## config.mk

```make
export PLATFORM = sky130hd
export DESIGN_NAME = circuit_vector_sequencer
export DESIGN_NICKNAME = d
export VERILOG_FILES = /design/src/rtl/circuit_vec_seq_pkg.sv /design/src/rtl/circuit_vec_mem.sv /design/src/rtl/circuit_vector_sequencer.sv
export SDC_FILE = /design/constraint.sdc
export NUM_CORES = 1
export LEC_CHECK = 0
export CAP_MARGIN = 10
export CORE_MARGIN = 2
export CORE_UTILIZATION = 25
export CTS_CLUSTER_SIZE = 28
export DETAILED_ROUTE_END_ITERATION = 12
export MAX_ROUTING_LAYER = met4
export SETUP_SLACK_MARGIN = 0.3
export SYNTH_ARGS = -nofsm -noshare
export SYNTH_HDL_FRONTEND = slang
export SYNTH_SLANG_ARGS = --single-unit
```

## constraint.sdc

```tcl
create_clock -name clk -period 2.4 [get_ports clk]
set_clock_uncertainty 0.15 [all_clocks]
set_input_delay 0.72 -clock clk [delete_from_list [all_inputs] [get_ports clk]]
set_output_delay 0.72 -clock clk [all_outputs]
set_load 0.02 [all_outputs]
```

## src/rtl/circuit_vec_seq_pkg.sv

```systemverilog
// ---------------------------------------------------------------------------
// circuit_vec_seq_pkg
// Shared definitions for the circuit vector sequencer: FSM state encoding,
// vector entry layout and small arithmetic helpers used by the top module.
//
// Optional feature macro (consumed by circuit_vector_sequencer):
//   CIRCUIT_VEC_SEQ_STOP_ON_ERR_EN -- end the run at the first mismatch.
//
// Ports: none (package).
// ---------------------------------------------------------------------------
package circuit_vec_seq_pkg;

  // Vector entry layout: {exp_f, e, a, b, c, d}
  localparam int VEC_W   = 6;
  localparam int EXP_BIT = 5;
  localparam int IN_LSB  = 0;
  localparam int IN_MSB  = 4;

  // Mismatch counter saturation value
  localparam logic [5:0] ERR_MAX = 6'd63;

  typedef enum logic [2:0] {
    S_IDLE   = 3'd0,
    S_APPLY  = 3'd1,
    S_SETTLE = 3'd2,
    S_SAMPLE = 3'd3,
    S_DONE   = 3'd4
  } state_e;

  // Plain-vector constants of the same encoding, for logic-typed state flops
  localparam logic [2:0] ST_IDLE   = S_IDLE;
  localparam logic [2:0] ST_APPLY  = S_APPLY;
  localparam logic [2:0] ST_SETTLE = S_SETTLE;
  localparam logic [2:0] ST_SAMPLE = S_SAMPLE;
  localparam logic [2:0] ST_DONE   = S_DONE;

  // Run length clipped to the depth of the vector store
  function automatic logic [5:0] clip_len(input logic [5:0] req,
                                          input logic [5:0] cap);
    logic [5:0] res;
    if (req > cap) begin
      res = cap;
    end else begin
      res = req;
    end
    return res;
  endfunction

  // Increment that sticks at ERR_MAX instead of wrapping to zero
  function automatic logic [5:0] sat_inc(input logic [5:0] val);
    logic [5:0] res;
    if (val == ERR_MAX) begin
      res = val;
    end else begin
      res = val + 6'd1;
    end
    return res;
  endfunction

  // Field extraction from a stored entry
  function automatic logic [4:0] vec_inputs(input logic [VEC_W-1:0] v);
    return v[IN_MSB:IN_LSB];
  endfunction

  function automatic logic vec_expect(input logic [VEC_W-1:0] v);
    return v[EXP_BIT];
  endfunction

endpackage

```

## src/rtl/circuit_vec_mem.sv

```systemverilog
// ---------------------------------------------------------------------------
// circuit_vec_mem
// NUM_VEC x VEC_W register file holding the stimulus vectors. Synchronous
// write, combinational read. Contents are intentionally not reset so that a
// loaded vector set survives a controller reset.
//
// Ports:
//   clk      in   clock
//   wr_en    in   write strobe (already qualified by the caller)
//   wr_addr  in   [4:0] write index, must be < NUM_VEC when wr_en is high
//   wr_data  in   [VEC_W-1:0] entry {exp_f, e, a, b, c, d}
//   rd_addr  in   [4:0] read index
//   rd_data  out  [VEC_W-1:0] entry at rd_addr
// ---------------------------------------------------------------------------
module circuit_vec_mem
  import circuit_vec_seq_pkg::*;
#(
  parameter int NUM_VEC = 32
) (
  input  logic             clk,
  input  logic             wr_en,
  input  logic [4:0]       wr_addr,
  input  logic [VEC_W-1:0] wr_data,
  input  logic [4:0]       rd_addr,
  output logic [VEC_W-1:0] rd_data
);

  logic [VEC_W-1:0] mem_q [NUM_VEC];

  // Vector storage write port
  always_ff @(posedge clk) begin
    if (wr_en) begin
      mem_q[wr_addr] <= wr_data;
    end
  end

  assign rd_data = mem_q[rd_addr];

endmodule

```

## src/rtl/circuit_vector_sequencer.sv

```systemverilog
// ---------------------------------------------------------------------------
// circuit_vector_sequencer
// Applies a programmable list of input vectors to a five-input gate-level
// circuit, waits SETTLE_CYC cycles for propagation, samples the circuit
// output F against the stored expectation and accumulates the mismatches.
//
// Optional feature macro:
//   CIRCUIT_VEC_SEQ_STOP_ON_ERR_EN -- a mismatch in SAMPLE ends the run
//   immediately (remaining vectors are skipped).
//
// Parameters:
//   NUM_VEC     depth of the vector store (max run length, <= 32)
//   SETTLE_CYC  cycles between applying a vector and sampling F (>= 1)
//
// Ports:
//   clk              in   clock, rising edge
//   rst              in   synchronous active-high reset
//   start            in   run request pulse, honoured only in IDLE
//   run_len          in   [5:0] vectors to apply, latched at start
//   vec_wr_en        in   vector write strobe, honoured only in IDLE
//   vec_wr_addr      in   [4:0] vector write index
//   vec_wr_data      in   [5:0] {exp_f, e, a, b, c, d}
//   dut_f            in   circuit output F
//   dut_in           out  [4:0] {e, a, b, c, d} to the circuit
//   busy             out  run in progress
//   done             out  one-cycle pulse at end of run
//   err_cnt          out  [5:0] saturating mismatch count
//   first_err_valid  out  at least one mismatch this run
//   first_err_idx    out  [4:0] index of the first mismatching vector
// ---------------------------------------------------------------------------
module circuit_vector_sequencer
  import circuit_vec_seq_pkg::*;
#(
  parameter int NUM_VEC    = 32,
  parameter int SETTLE_CYC = 4
) (
  input  logic       clk,
  input  logic       rst,
  input  logic       start,
  input  logic [5:0] run_len,
  input  logic       vec_wr_en,
  input  logic [4:0] vec_wr_addr,
  input  logic [5:0] vec_wr_data,
  input  logic       dut_f,
  output logic [4:0] dut_in,
  output logic       busy,
  output logic       done,
  output logic [5:0] err_cnt,
  output logic       first_err_valid,
  output logic [4:0] first_err_idx
);

  localparam logic [5:0]  NUM_VEC_L   = 6'(NUM_VEC);
  localparam logic [15:0] SETTLE_LAST = 16'(SETTLE_CYC - 1);

  logic [2:0]  state_q, state_d;
  logic [5:0]  len_q, len_d;
  logic [4:0]  idx_q, idx_d;
  logic [15:0] cnt_q, cnt_d;
  logic        exp_q, exp_d;
  logic [4:0]  dut_in_q, dut_in_d;
  logic        busy_q, busy_d;
  logic        done_q, done_d;
  logic [5:0]  err_cnt_q, err_cnt_d;
  logic        fev_q, fev_d;
  logic [4:0]  fei_q, fei_d;

  logic             wr_ok_s;
  logic [VEC_W-1:0] rd_data_s;
  logic [5:0]       len_clip_s;
  logic             mismatch_s;
  logic             last_s;

  // Vector writes land only while idle and inside the store
  always_comb begin
    wr_ok_s = 1'b0;
    if (vec_wr_en && (state_q == ST_IDLE) && ({1'b0, vec_wr_addr} < NUM_VEC_L)) begin
      wr_ok_s = 1'b1;
    end else begin
      wr_ok_s = 1'b0;
    end
  end

  circuit_vec_mem #(
    .NUM_VEC (NUM_VEC)
  ) u_mem (
    .clk     (clk),
    .wr_en   (wr_ok_s),
    .wr_addr (vec_wr_addr),
    .wr_data (vec_wr_data),
    .rd_addr (idx_q),
    .rd_data (rd_data_s)
  );

  // Run bookkeeping: clipped length, compare result and last-vector flag
  always_comb begin
    len_clip_s = clip_len(run_len, NUM_VEC_L);
    mismatch_s = (dut_f != exp_q);
    // len_q >= 1 whenever SAMPLE is reachable, so len_q - 1 never wraps here
    last_s     = ({1'b0, idx_q} == (len_q - 6'd1));
  end

  // Next-state and datapath update for the sequencer FSM
  always_comb begin
    state_d   = state_q;
    len_d     = len_q;
    idx_d     = idx_q;
    cnt_d     = cnt_q;
    exp_d     = exp_q;
    dut_in_d  = dut_in_q;
    busy_d    = busy_q;
    done_d    = 1'b0;
    err_cnt_d = err_cnt_q;
    fev_d     = fev_q;
    fei_d     = fei_q;

    case (state_q)
      ST_IDLE: begin
        if (start) begin
          len_d     = len_clip_s;
          idx_d     = 5'd0;
          err_cnt_d = 6'd0;
          fev_d     = 1'b0;
          fei_d     = 5'd0;
          busy_d    = 1'b1;
          if (len_clip_s == 6'd0) begin
            state_d = ST_DONE;
            done_d  = 1'b1;
          end else begin
            state_d = ST_APPLY;
          end
        end else begin
          state_d = ST_IDLE;
        end
      end

      ST_APPLY: begin
        dut_in_d = vec_inputs(rd_data_s);
        exp_d    = vec_expect(rd_data_s);
        cnt_d    = 16'd0;
        state_d  = ST_SETTLE;
      end

      ST_SETTLE: begin
        if (cnt_q == SETTLE_LAST) begin
          state_d = ST_SAMPLE;
        end else begin
          cnt_d = cnt_q + 16'd1;
        end
      end

      ST_SAMPLE: begin
        if (mismatch_s) begin
          err_cnt_d = sat_inc(err_cnt_q);
          if (!fev_q) begin
            fev_d = 1'b1;
            fei_d = idx_q;
          end else begin
            fev_d = fev_q;
          end
        end else begin
          err_cnt_d = err_cnt_q;
        end
`ifdef CIRCUIT_VEC_SEQ_STOP_ON_ERR_EN
        if (mismatch_s || last_s) begin
          state_d = ST_DONE;
          done_d  = 1'b1;
        end else begin
          idx_d   = idx_q + 5'd1;
          state_d = ST_APPLY;
        end
`else
        if (last_s) begin
          state_d = ST_DONE;
          done_d  = 1'b1;
        end else begin
          idx_d   = idx_q + 5'd1;
          state_d = ST_APPLY;
        end
`endif
      end

      // done_q is already high for this cycle; busy drops as we leave
      ST_DONE: begin
        busy_d  = 1'b0;
        state_d = ST_IDLE;
      end

      default: begin
        busy_d  = 1'b0;
        state_d = ST_IDLE;
      end
    endcase
  end

  // State and output registers with synchronous reset
  always_ff @(posedge clk) begin
    if (rst) begin
      state_q   <= ST_IDLE;
      len_q     <= 6'd0;
      idx_q     <= 5'd0;
      cnt_q     <= 16'd0;
      exp_q     <= 1'b0;
      dut_in_q  <= 5'd0;
      busy_q    <= 1'b0;
      done_q    <= 1'b0;
      err_cnt_q <= 6'd0;
      fev_q     <= 1'b0;
      fei_q     <= 5'd0;
    end else begin
      state_q   <= state_d;
      len_q     <= len_d;
      idx_q     <= idx_d;
      cnt_q     <= cnt_d;
      exp_q     <= exp_d;
      dut_in_q  <= dut_in_d;
      busy_q    <= busy_d;
      done_q    <= done_d;
      err_cnt_q <= err_cnt_d;
      fev_q     <= fev_d;
      fei_q     <= fei_d;
    end
  end

  assign dut_in          = dut_in_q;
  assign busy            = busy_q;
  assign done            = done_q;
  assign err_cnt         = err_cnt_q;
  assign first_err_valid = fev_q;
  assign first_err_idx   = fei_q;

endmodule

```

==> metrics.md, run 1 <==
| Metric | Value |
|---|---|
| Status | finished, final reports clean |
| Power Dens Cells | around 770 nW/um^2 |
| CP Class | reg -> reg |
| Final hold violation count | 0 |
| Post-CTS Hold Buffers | 0 |
| Worst skew pair latency | 0.55 ns |
| Max cap viols | 0 |
| Placer congestion estimate | roughly 0.78 |
| CTS tree | yes |
| Primary FF master, synth | edfxtp_1 |
| Grt met1 use | 0.157 |
| CTS Root Cell | clkbuf_16 |
| CTS H-tree depth | 1 |
| Cells along the critical path | buf_12, buf_16, mux4_2, a22o_1, a211oi_4, buf_4, a21oi_2, a22o_1 |
| Rel. slew slack | 0.582 |
| Worst-Margin Slew | 0.626 ns |
| Port Buffer Count | 40 |
| Most numerous cell in the Yosys netlist | edfxtp_1 |
| Yosys warnings | 0 |
| Clk slew on worst S/H paths | 0.06 ns |
| Hold Path Sink | busy |
| CTS Buf Count | 25 |
| FF-to-FF End | dut_in[1] |
| P_sw | 2.26 mW |
| Post-synthesis sequential area ratio | 0.679 |
| CP required | 2.67 ns |
| DRC | 0 |
| Slowest CP cell | mux4_2 |
| Crit path largest cell delay | about 0.52 ns |
| Initial DRC count | 577 |
| Per-cell routed wire length | 17.3 um |
| Min-delay src | busy |
| Reg2reg start | idx_q[0] |
| CP Capture Type | flip-flop |
| Max IR drop VDD | between 0.0005 and 0.0006 V |
| Vias in the first global route | around 6000 |
| Bufs on Longest Clock Path | 3 |
| Die W | between 200 and 250 um |
| Post-Route WL | ~23000 um |
| Mean area per synthesized cell | 15.1 um^2 |
| Grt ovf | 0 |
| Nature of the critical path startpoint | flip-flop |
| Leakage | slightly above 4 nW |
| Synthesized flop and latch total | 242 |
| Final nets | 822 |
| Sw Share | 0.229 |
| R2R Setup Slk | 0.18 ns |
| Finished Core Util | 0.326 |
| Antenna diodes | 0 |
| Logic gate share of total power | 0.096 |
| Post-layout power | 9.88 mW |
| CORE AREA | 39500 um^2 |
| Final Cycle Share | 0.926 |
| Gr busiest metal | met2 |
| Rows | 73 |
| Num ports | 41 |
| Post-layout min period | 2.22 ns |
| Initial antenna violation count | 0 |
| Worst hold stages | 2 |
| Post-Syn Area | 9960 um^2 |
| RSZ-0062 raised after global routing | yes |
| Total GRT Usage | 0.114 |
| DR vias | around 6000 |
| Largest cells by area after synthesis | edfxtp_1 (58%), dfxtp_1 (10%), mux4_2 (7.9%) |
| Share of post-route cells with drive strength above 1 | 0.293 |
| Register share of total power | 0.473 |
| Filler cells | approximately 3800 |
| First drt pass iteration count | 6 |
| Post-DRT Antenna Nets | 0 |
| Layout area overhead | 29.2% |
| CP max FO | 5 |
| Starting density of the core | 0.252 |
| Worst R2R Path Depth | 8 |
| Met2 usage | 0.174 |
| M3 GR Usage | 0.0240 |
| Die Ht | 204 um |
| Final setup fails | 0 |
| Via/cell ratio | roughly 4.5 |
| Max Fclk | 450 MHz |
| EDFF count, synth | 192 |
| Hold/Removal Path Class | reg -> reg |
| First-pass GRT wire length | 35400 um |
| Crit path DAT | 2.50 ns |
| Most frequent cells after synthesis | edfxtp_1 (192), nor2_1 (67), dfxtp_1 (50) |
| Post-synth top area share | 0.579 |
| Async SR Flop Fraction | 0 |
| HPWL Detailed | ~15000 um |
| Max Slew Vio Count | 0 |
| Yosys cell types | 58 |
| Synth Net Count | roughly 690 |
| Post-Synthesis Cells | 662 |
| Internal Pwr Total | 7.62 mW |
| Die area | 41500 um^2 |
| CTS Sinks | 242 |
| Clock power frac | 0.430 |
| CP most frequent cell | a22o_1 |
| Largest net degree at the start of global routing | 33 |
| Leading area contributor after synthesis | edfxtp_1 |
## routing by layer
metal | vias to the layer above | wire, um
li1 | 2837 | -
met1 | 3012 | 10600
met2 | 153 | 10600
met3 | 35 | 1470
met4 | 0 | 415
met5 | - | 0
## registers in the layout, summed over array words and instances, names as in the netlist
register and cells:
len_q 6, cnt_q 16, state_q 3, done 1, exp_q 1, err_cnt 6
busy 1, first_err_valid 1, u_mem.mem_q 192, idx_q 5, dut_in 5, first_err_idx 5
## how the worst max path moves through the flow
stage / start / to
floorplan: len_q[0] / state_q[0]
global placement: run_len[2] / state_q[0]
detailed placement: run_len[2] / done
CTS: idx_q[0] / dut_in[1]
global route: idx_q[0] / dut_in[1]
finish: idx_q[0] / dut_in[1]
## stage by stage
step                      TNS (ns)  hold WS, ns  area, um^2  std cells  setup slack (ns)
after CTS                        0        0.322       12800       1340             0.168
after detailed placement     -1.69        0.313       11600       1284            -0.148
final                            0        0.322       12900       1340             0.179
after global placement       -1.30        0.307       11600       1284            -0.114
after floorplan                  0        0.294        9970        662             0.309
after global routing             0        0.347       12900       1340             0.149
## layout make-up
| type | instances | area, um^2 | area share |
|---|---|---|---|
| flip-flops and latches | 242 | 6780 | 0.527 |
| multi-input cells | 377 | 3170 | 0.246 |
| repair buffers | 145 | 1350 | 0.105 |
| well taps | 525 | 657 | 0.0510 |
| clock buffers | 29 | 641 | 0.0497 |
| clock inverters | 17 | 263 | 0.0204 |
| inverters | 5 | 18.8 | 0.00146 |
## power groups by stage
stage / Clock (mW) / Sequential [mW] / Combinational (mW)
after global placement: 0 / 4.76 / 0.876
after detailed placement: 0 / 4.76 / 0.884
after CTS: 4.35 / 4.67 / 0.940
after floorplan: 0 / 4.77 / 0.441
after global routing: 4.50 / 4.69 / 1.03
final: 4.25 / 4.68 / 0.952
## placed cells by master (no fill, tap or decap), drive strengths merged, types with 9 or more instances in the layout
| master | n |
|---|---|
| a22o | 9 |
| clkdlybuf4s15 | 12 |
| xor2 | 11 |
| xnor2 | 13 |
| buf | 106 |
| nand3b | 14 |
| mux2i | 31 |
| nand2 | 40 |
| nand4 | 14 |
| nand3 | 10 |
| clkbuf | 32 |
| mux4 | 35 |
| edfxtp | 192 |
| a21oi | 26 |
| a211oi | 13 |
| clkdlybuf4s50 | 21 |
| dfxtp | 50 |
| nor2 | 67 |
## critical path: cells and delay by family, from the launching register on
kind / cells / cell delay, ns
AOI/OAI and AO/OA: 4 / 0.66
muxes: 1 / 0.52
buffers and inverters: 3 / 0.38
DFF: 1 / 0.39
## kinds of logic (layout without fill, tap and decap cells)
kind of cell             Yosys count  count (layout)  share of synthesized area
AO/OA/AOI/OAI                     86              86                     0.0624
adder cells (fa/ha/maj)            4               4                    0.00502
flip-flops                       242             242                      0.679
multiplexers                      67              67                      0.111
XOR/XNOR                          24              24                     0.0218
AND/OR/NAND/NOR                  196             196                     0.0992
buffers and inverters             43             196                     0.0211
## repair_timing
action                                  4_1_cts  5_1_grt
endpoints found under the setup margin       32       52
hold endpoints to repair                      0        0
pin swaps                                    13        8
buffers inserted                              8        0
cloned                                        2        0
gates resized for setup                      72       29
(Power assumes the default switching activity.)
==> run 2, diff against run 1 <==
--- a/config.mk
+++ b/config.mk
@@ -5,13 +5,16 @@
 export SDC_FILE = /design/constraint.sdc
 export NUM_CORES = 1
 export LEC_CHECK = 0
+export ABC_AREA = 1
 export CAP_MARGIN = 10
+export CORE_ASPECT_RATIO = 1.75
 export CORE_MARGIN = 2
 export CORE_UTILIZATION = 25
 export CTS_CLUSTER_SIZE = 28
 export DETAILED_ROUTE_END_ITERATION = 12
 export MAX_ROUTING_LAYER = met4
 export SETUP_SLACK_MARGIN = 0.3
+export SKIP_CTS_REPAIR_TIMING = 1
 export SYNTH_ARGS = -nofsm -noshare
 export SYNTH_HDL_FRONTEND = slang
 export SYNTH_SLANG_ARGS = --single-unit
==> run 2 against run 1 <==
Count of clock-buffer cells in the layout down 1. Worst hold slack worse by 0.019 ns. Sequential cell count unchanged. Sequential share of layout area up 1.3 points. Synthesized cell count up 52%. Routed wire length up 21%. Combinational power down 7.9%. Via count up 27%. Critical endpoint is now u_mem.mem_q[27][1].
==> metrics.md, run 2 <==
| Metric | Value |
|---|---|
| Finished Core Util | 0.307 |
| Internal Pwr Total | 6.98 mW |
| Final setup fails | 0 |
| Sw Share | 0.235 |
| Vias in the first global route | a little under 8000 |
| Commonest non-fill, non-tap cell in the layout | edfxtp_1 |
| Worst skew pair latency | 0.52 ns |
| Port Buffer Count | 40 |
| Logic gate share of total power | 0.096 |
| Placer congestion estimate | 0.873 |
| Largest net degree at the start of global routing | 60 |
| Reg2reg start | idx_q[0] |
| EDFF count, synth | 192 |
| Antenna diodes | 0 |
| Post-layout min period | 2.06 ns |
| R2R Setup Slk | between 0.4 and 0.5 ns |
| Num ports | 41 |
| Post-layout power | 9.12 mW |
| Initial DRC count | 599 |
| Via/cell ratio | 4.62 |
| Grt ovf | 0 |
| Post-synth top area share | 0.559 |
| Post-Route WL | 27900 um |
| Status | finished, final reports clean |
| Max IR drop VDD | 0.000489 V |
| Leakage | 4.73 nW |
| Total GRT Usage | 0.131 |
| Rel. slew slack | 0.623 |
| Post-synthesis sequential area ratio | 0.656 |
| Bufs on Longest Clock Path | 3 |
| Max Slew Vio Count | 0 |
| Setup TNS | 0 ns |
| Per-cell routed wire length | about 17 um |
| Post-Layout Cell Count | 1657 |
| Leading area contributor after synthesis | edfxtp_1 |
| First-pass GRT wire length | between 40000 and 50000 um |
| Post-DRT Antenna Nets | 0 |
| Largest cells by area after synthesis | edfxtp_1 (56%), dfxtp_1 (9.7%), nand2_1 (6.3%) |
| Share of post-route cells with drive strength above 1 | 0.116 |
| Die area | ~43000 um^2 |
| Synthesized flop and latch total | 242 |
| Design Area, Final | 12600 um^2 |
| Largest regs | u_mem.mem_q: 192 flops, cnt_q: 16 flops |
| First drt pass iteration count | 6 |
| Post-Syn Area | just over 10000 um^2 |
| Initial antenna violation count | 0 |
| Layout area overhead | 21.7% |
| Crit path largest cell delay | 0.49 ns |
| Yosys cell types | 39 |
| Max cap viols | 0 |
| Placement Cell Area | 11700 um^2 |
| Starting density of the core | 0.253 |
| Rows | 98 |
| Clock power frac | 0.396 |
| Die Ht | 273 um |
| Crit path DAT | roughly 2.1 ns |
| CP Capture Type | flip-flop |
| Final hold violation count | 0 |
| Most frequent cells after synthesis | edfxtp_1 (192), nand2_1 (174), nor2_1 (172) |
| RSZ-0062 raised after global routing | yes |
| CP max FO | 6 |
| Cells along the critical path | clkdlybuf4s50_1, nand3_2, nor2_2, nand3_1, nor2_1, buf_4 |
| Slowest CP cell | clkdlybuf4s50_1 |
| FF-to-FF End | dut_in[0] |
| WHS | 0.302 ns |
| Worst hold stages | 2 |
| DR vias | 7657 |
| Pre-CTS setup slack | -0.295 ns |
| Hold/Removal Path Class | reg -> reg |
| Number of flip-flops in the largest register | approximately 190 |
| Post-Synthesis Cells | 1005 |
| Mean area per synthesized cell | 10.3 um^2 |
| Nature of the critical path startpoint | primary input |
| Worst R2R Path Depth | 9 |
| Die W | 158 um |
| Largest Register | u_mem.mem_q |
| Primary FF master, synth | edfxtp_1 |
| CTS tree | yes |
| Clk slew on worst S/H paths | 0.06 ns |
| Most numerous cell in the Yosys netlist | edfxtp_1 |
| HPWL Detailed | 18800 um |
| CTS H-tree depth | 1 |
| Async SR Flop Fraction | 0 |
| Register share of total power | 0.508 |
| CORE AREA | 40800 um^2 |
| Power Dens Cells | 727 nW/um^2 |
| CTS Buf Count | 23 |
| Synth Net Count | 1031 |
| Final Cycle Share | 0.857 |
| Worst-Margin Slew | between 0.5 and 0.6 ns |
| P_sw | 2.15 mW |
| CP Class | in -> reg |
| Yosys warnings | 0 |
| Min-delay src | busy |
| CTS Sinks | 242 |
| Final nets | 1117 |
| Placed instance count | ~1600 |
| CTS Root Cell | clkbuf_16 |
| CP required | approximately 2.5 ns |
| Hold Path Sink | busy |
| DRC | 0 |
| Setup ws final | between 0.3 and 0.4 ns |
| Max Fclk | 486 MHz |
| Most frequent cells in the layout | edfxtp_1 (192), nand2_1 (174), nor2_1 (170), nand3_1 (93), o21ai_0 (69) |
run 2: cell count changes after synthesis, moves of 12 or more:
cell,delta
o211ai_1,+15
nor2_1,+105
o21ai_0,+63
nand3_1,+85
a211oi_1,-12
inv_1,+44
mux4_2,-35
o22ai_1,+12
mux2i_1,-31
o21ai_1,+19
nand2_1,+134
run 2: cell type report:
| type | count | area (um^2) |
|---|---|---|
| multi-input cells | 660 | 3110 |
| clock inverters | 13 | 144 |
| inverters | 56 | 210 |
| well taps | 550 | 688 |
| flip-flops and latches | 242 | 6770 |
| fillers | 4107 | 28300 |
| repair buffers | 108 | 1020 |
| clock buffers | 28 | 604 |
run 2: logic make-up after synthesis:
family / Yosys count / share of synthesized area
AND/OR/NAND/NOR: 483 / 0.200
flip-flops: 242 / 0.656
XOR/XNOR: 6 / 0.00510
AO/OA/AOI/OAI: 167 / 0.0910
buffers and inverters: 103 / 0.0432
adder cells (fa/ha/maj): 4 / 0.00485
run 2: power groups by stage:
| stage | logic (mW) | registers (mW) | clock network [mW] |
|---|---|---|---|
| 2_1_floorplan | 0.483 | 4.72 | 0 |
| 5_1_grt | 0.958 | 4.63 | 3.84 |
| 3_5_place_dp | 0.872 | 4.72 | 0 |
| 4_1_cts | 0.875 | 4.63 | 3.68 |
| 3_3_place_gp | 0.865 | 4.72 | 0 |
| 6_report | 0.877 | 4.63 | 3.62 |
run 2: critical path: cells and delay by family:
kind          cells  cell delay, ns
simple gates      4            0.75
buf+inv           2            0.65
run 2: routing by layer:
layer	vias up	global-route usage	part of all wire
li1	3668	-	-
met1	3652	0.130	0.37
met2	250	0.246	0.54
met3	87	0.0152	0.043
met4	0	0.0720	0.051
met5	-	-	0
run 2: worst max-delay path by stage:
stage / start / end / slack [ns]
3_3_place_gp: vec_wr_en / u_mem.mem_q[19][2] / -0.31
3_5_place_dp: vec_wr_en / u_mem.mem_q[19][3] / -0.29
6_report: vec_wr_en / u_mem.mem_q[27][1] / 0.34
4_1_cts: err_cnt[0] / err_cnt[0] / -0.03
2_1_floorplan: vec_wr_en / u_mem.mem_q[16][0] / 0.46
5_1_grt: vec_wr_en / u_mem.mem_q[26][4] / 0.28
==> run 3, diff against run 2 <==
--- a/config.mk
+++ b/config.mk
@@ -15,6 +15,7 @@
 export MAX_ROUTING_LAYER = met4
 export SETUP_SLACK_MARGIN = 0.3
 export SKIP_CTS_REPAIR_TIMING = 1
+export SLEW_MARGIN = 20
 export SYNTH_ARGS = -nofsm -noshare
 export SYNTH_HDL_FRONTEND = slang
 export SYNTH_SLANG_ARGS = --single-unit
==> results of run 3 <==
The final DEF is identical to that of run 2; final timing and power are the same.
